### config.mk
export PLATFORM = sky130hd
export DESIGN_NAME = uart_rx
export DESIGN_NICKNAME = d
export VERILOG_FILES = /design/src/rtl/uart_rx.sv
export SDC_FILE = /design/constraint.sdc
export NUM_CORES = 1
export LEC_CHECK = 0
export BUFFER_PORTS_ARGS = -buffer_cell sky130_fd_sc_hd__buf_2
export CORE_UTILIZATION = 57
export DETAILED_ROUTE_END_ITERATION = 7
export PLACE_DENSITY = 0.78
export SETUP_SLACK_MARGIN = 0.1
export SYNTH_ARGS = -nofsm -noshare
export SYNTH_HDL_FRONTEND = slang
export SYNTH_SLANG_ARGS = --single-unit
### constraint.sdc
create_clock -name clk_50mhz -period 2.95 [get_ports clk_50mhz]
set_clock_uncertainty 0.1 [all_clocks]
set_input_delay 0.295 -clock clk_50mhz [delete_from_list [all_inputs] [get_ports clk_50mhz]]
set_output_delay 0.295 -clock clk_50mhz [all_outputs]
set_load 0.01 [all_outputs]
### src/rtl/uart_rx.sv
// UART receiver: 8 data bits, LSB first, 1 stop bit, valid/ready output holding register.
// Define UART_RX_PARITY_EN to expect one even-parity bit after bit 7.
module uart_rx #(
   parameter int CLK_FREQUENCY = 50000000,
   parameter int BAUD_RATE     = 115200
) (
   input  logic       clk_50mhz,
   input  logic       rstN,
   input  logic       rxd,
   output logic [7:0] rx_data,
   output logic       rx_valid,
   input  logic       rx_ready,
   output logic       frame_err,
   output logic       overrun,
   output logic       parity_err,
   output logic       busy
);

   localparam int DIV  = (CLK_FREQUENCY + BAUD_RATE / 2) / BAUD_RATE;
   localparam int HALF = DIV / 2;
   localparam int CW   = $clog2(DIV + 1);

   localparam logic [CW-1:0] DIV_C  = CW'(DIV);
   localparam logic [CW-1:0] HALF_C = CW'(HALF);
   localparam logic [CW-1:0] ONE_C  = CW'(1);

   if (DIV < 4) begin : g_div_check
      $error("uart_rx: CLK_FREQUENCY/BAUD_RATE must be at least 4");
   end

   typedef enum logic [2:0] {
      StIdle,
      StStart,
      StData,
`ifdef UART_RX_PARITY_EN
      StParity,
`endif
      StStop
   } state_e;

   state_e          r_state;
   logic            r_sync1;
   logic            r_sync2;
   logic            r_prev;
   logic [CW-1:0]   r_cnt;
   logic [2:0]      r_bit;
   logic [7:0]      r_shift;
   logic [7:0]      r_data;
   logic            r_valid;
   logic            r_frame_err;
   logic            r_overrun;
   logic            w_tick;
   logic            w_par_bad;

`ifdef UART_RX_PARITY_EN
   logic            r_par;
   logic            r_parity_err;

   // Even parity: data bits plus parity bit must XOR to zero.
   assign w_par_bad  = ^{r_shift, r_par};
   assign parity_err = r_parity_err;
`else
   assign w_par_bad  = 1'b0;
   assign parity_err = 1'b0;
`endif

   assign w_tick    = (r_cnt == ONE_C);
   assign rx_data   = r_data;
   assign rx_valid  = r_valid;
   assign frame_err = r_frame_err;
   assign overrun   = r_overrun;
   assign busy      = (r_state != StIdle);

   always_ff @(posedge clk_50mhz or negedge rstN) begin
      if (!rstN) begin
         r_state     <= StIdle;
         r_sync1     <= 1'b1;
         r_sync2     <= 1'b1;
         r_prev      <= 1'b1;
         r_cnt       <= '0;
         r_bit       <= '0;
         r_shift     <= '0;
         r_data      <= '0;
         r_valid     <= 1'b0;
         r_frame_err <= 1'b0;
         r_overrun   <= 1'b0;
`ifdef UART_RX_PARITY_EN
         r_par        <= 1'b0;
         r_parity_err <= 1'b0;
`endif
      end else begin
         r_sync1     <= rxd;
         r_sync2     <= r_sync1;
         r_prev      <= r_sync2;
         r_frame_err <= 1'b0;
         r_overrun   <= 1'b0;
`ifdef UART_RX_PARITY_EN
         r_parity_err <= 1'b0;
`endif
         // A byte loaded below on the same edge overrides this clear.
         if (r_valid && rx_ready) begin
            r_valid <= 1'b0;
         end

         // Bit timer runs continuously outside IDLE, reloading a full bit period on expiry.
         if (r_state != StIdle) begin
            r_cnt <= w_tick ? DIV_C : r_cnt - ONE_C;
         end

         case (r_state)
            StIdle: begin
               if (!r_sync2 && r_prev) begin
                  r_cnt   <= HALF_C;
                  r_state <= StStart;
               end
            end
            StStart: begin
               if (w_tick) begin
                  r_bit   <= '0;
                  r_state <= r_sync2 ? StIdle : StData;
               end
            end
            StData: begin
               if (w_tick) begin
                  r_shift <= {r_sync2, r_shift[7:1]};
                  r_bit   <= r_bit + 3'd1;
                  if (r_bit == 3'd7) begin
`ifdef UART_RX_PARITY_EN
                     r_state <= StParity;
`else
                     r_state <= StStop;
`endif
                  end
               end
            end
`ifdef UART_RX_PARITY_EN
            StParity: begin
               if (w_tick) begin
                  r_par   <= r_sync2;
                  r_state <= StStop;
               end
            end
`endif
            StStop: begin
               if (w_tick) begin
                  r_state <= StIdle;
`ifdef UART_RX_PARITY_EN
                  r_parity_err <= w_par_bad;
`endif
                  if (!r_sync2) begin
                     r_frame_err <= 1'b1;
                  end else if (!w_par_bad) begin
                     if (!r_valid || rx_ready) begin
                        r_data  <= r_shift;
                        r_valid <= 1'b1;
                     end else begin
                        r_overrun <= 1'b1;
                     end
                  end
               end
            end
            default: r_state <= StIdle;
         endcase
      end
   end

endmodule
==> qor.yml <==
run_status:
  status: "finished clean"
cts:
  cts_setup_buffers: 0
  tritoncts: "done"
  cts.sinks: 36
  insertion_delay_ps: 330
  cts_root_buf: "clkbuf_4"
  cts_made_buffers: 5
  clk_pin_slew_ps: 100
  clock_path_buffers: 2
  holdBufCountCts: 2
  post_cts_resized: 0
  h-tree-depth: 2
power_and_ir_drop:
  cellPowerDensity_nw_per_um2: 656.1
  power_leakage_nw: 0.8993
  total_power_mw: 1.189
  ir_worst_vdd_mv: 0.4634
synth:
  seq_area_frac_synth_pct: 54.65
  netlist-cell-type-count: 42
  netlist_area_um2: 1655
  synthesis.nets: 150
  synth_flop_cell: "dfrtp_1"
  synth_edf_count: 0
  synth_area_leader_cell: "dfrtp_1"
  yosys-top-cells-area: "dfrtp_1 50%, mux2_2 11%, dfstp_2 4.8%"
  ys.warnings.count: 0
  netlist.area_leader.share_pct: 49.89
  avgSynthCellArea_um2: 11.66
  synth_cells: 142
  async_flop_share_pct: 100.0
  ys_ff_latch: 36
die:
  rows: 19
  die_h_um: 55.89
  ioPinCount: 17
  dieArea_um2: 3124
  core_um2: 2758
  die_w_um: 55.89
  start_util_pct: 60.03
setup_path:
  critPathKind: "flip-flop to flip-flop"
  cp.arrival_ps: 2570
  critPathCaptureType: "flip-flop"
  worst_setup_path_start_kind: "flip-flop"
  cp_max_fo: 8
  required_ps: 3070
routing:
  num_vias: 1125
  drcViolationCount: 0
  avgRoutedWirePerCell_um: 15.02
  first_pass_iters: 4
  avgViaCountPerCell: 5.829
  first_iter_violations: 39
  wl_um: 2898
  postRouteAntennaNets: 0
finish:
  syn_to_final_growth_pct: 9.448
  n_antenna_cell: 0
  utilization_pct: 65.70
  drive_gt1_share_pct: 27.78
  fin_cells: 193
  final_nets: 169
sta:
  fin_crit_ps: 2449
  setup-tns-final_ps: 0
  tightestPinTransition_ps: 776.1
  setup_violations: 0
  rsz0062_at_grt: "no"
  drv_slew: 0
  maxSlewHeadroom_pct: 48.26
  fin_ws_ps: 501.2
  clock.fmax_mhz: 408.4
  hold_violations: 0
  fin_crit_sh_pct: 83.01
placement:
  place_congestion: 0.8189
  dp_slack_ps: 481.6
  dp_cells: 183
  portBuffers: 15
  place_hpwl_um: 2025
global_route:
  grt-ovfl-total: 0
  grt_pass1_vias: 1097
  grt_max_degree: 37
  grt_use_total_pct: 21.31
  grt_pass1_wl_um: 5078
  antenna_found_initial: 0
run:
  maxCapViolations: 0
worst_hold_path:
  hold_path_class: "input pin to flip-flop"
-- state kept, by name, indices dropped and copies added, names as in the netlist --
name and cells:
r_sync1 1, r_prev 1, r_state 2, rx_valid 1, overrun 1, r_shift 8, rx_data 8, r_cnt 9
r_bit 3, r_sync2 1, frame_err 1
-- worst paths after layout --
| kind | slack, ps | endpoint | cells after the start | from |
|---|---|---|---|---|
| setup / recovery | 500 | r_shift[1] | 6 | r_cnt[1] |
| hold / removal | 180 | overrun | 3 | rx_ready |
| setup reg to reg | 500 | r_shift[1] | 6 | r_cnt[1] |
| hold reg to reg | 260 | r_sync2 | 0 | r_sync1 |
| max in group asynchronous | 1790 | frame_err | 2 | rstN |
| min in group asynchronous | 470 | rx_data[2] | 2 | rstN |
-- critical path, cell delays in order, from the launching register on --
cell and delay (ps):
dfrtp_1 450, inv_1 100, ha_1 230, or3b_2 500, nor3_4 200, and3b_1 390
mux2_2 380
-- area by class of cell --
| type | count | area [µm²] |
|---|---|---|
| clock buffer | 7 | 45.04 |
| clock inverter | 1 | 5.005 |
| fill | 236 | 945.9 |
| inverter | 3 | 11.26 |
| multi-input combinational | 97 | 704.4 |
| sequential | 36 | 904.6 |
| tap | 31 | 38.79 |
| timing repair buffer | 18 | 102.6 |
-- placed cells by master, fill, tap and decap left out, drive strengths merged, types with 2 or more instances in the layout --
master / count
dfrtp: 33
mux2: 17
buf: 16
nand2: 11
nor2: 10
a21oi: 8
nor3: 7
clkbuf: 7
a31oi: 4
ha: 4
nand3: 4
inv: 3
nor2b: 3
dfstp: 3
o21ai: 2
and3: 2
nor3b: 2
nand2b: 2
o41ai: 2
o2bb2ai: 2
dlygate4sd3: 2
or4: 2
-- cells in the mapped netlist (2+ instances only) --
master     instances
dfrtp_1           33
mux2_2            16
nand2_1           11
nor2_1            10
a21oi_1            8
nor3_1             6
a31oi_1            4
ha_1               4
clkbuf_1           3
dfstp_2            3
inv_1              3
nand3_1            3
nor2b_1            3
and3_1             2
nand2b_1           2
nor3b_1            2
o21ai_0            2
o2bb2ai_1          2
o41ai_1            2
-- logic make-up (layout without fill, tap and decap cells) --
kind of cell	count (synthesis)	after routing	share of synthesized area, %
other	1	1	0.2265
adder cells (fa/ha/maj)	4	4	3.024
AND/OR/NAND/NOR	49	49	17.08
AO/OA/AOI/OAI	25	25	10.05
buffers and inverters	9	29	2.796
flip-flops	36	36	54.65
multiplexers	18	18	12.17
-- metal layers --
layer	wire (µm)	global-route usage [%]
met1	1342	28.53
met2	1400	33.91
met3	108	5.116
met4	46	8.362
met5	0	0
-- power by group --
group | internal (mW) | switching (mW)
Sequential | 0.565 | 0.115
Clock | 0.0929 | 0.150
Combinational | 0.126 | 0.140
-- metrics by stage --
| stage | instance area, µm² | hold slack [ps] |
|---|---|---|
| finish | 1812 | 176.3 |
| global route | 1812 | 191.9 |
| CTS | 1812 | 170.4 |
| detailed placement | 1742 | 248.8 |
| global placement | 1742 | 246.4 |
| floorplan | 1655 | -100.6 |
(Power assumes the default switching activity.)
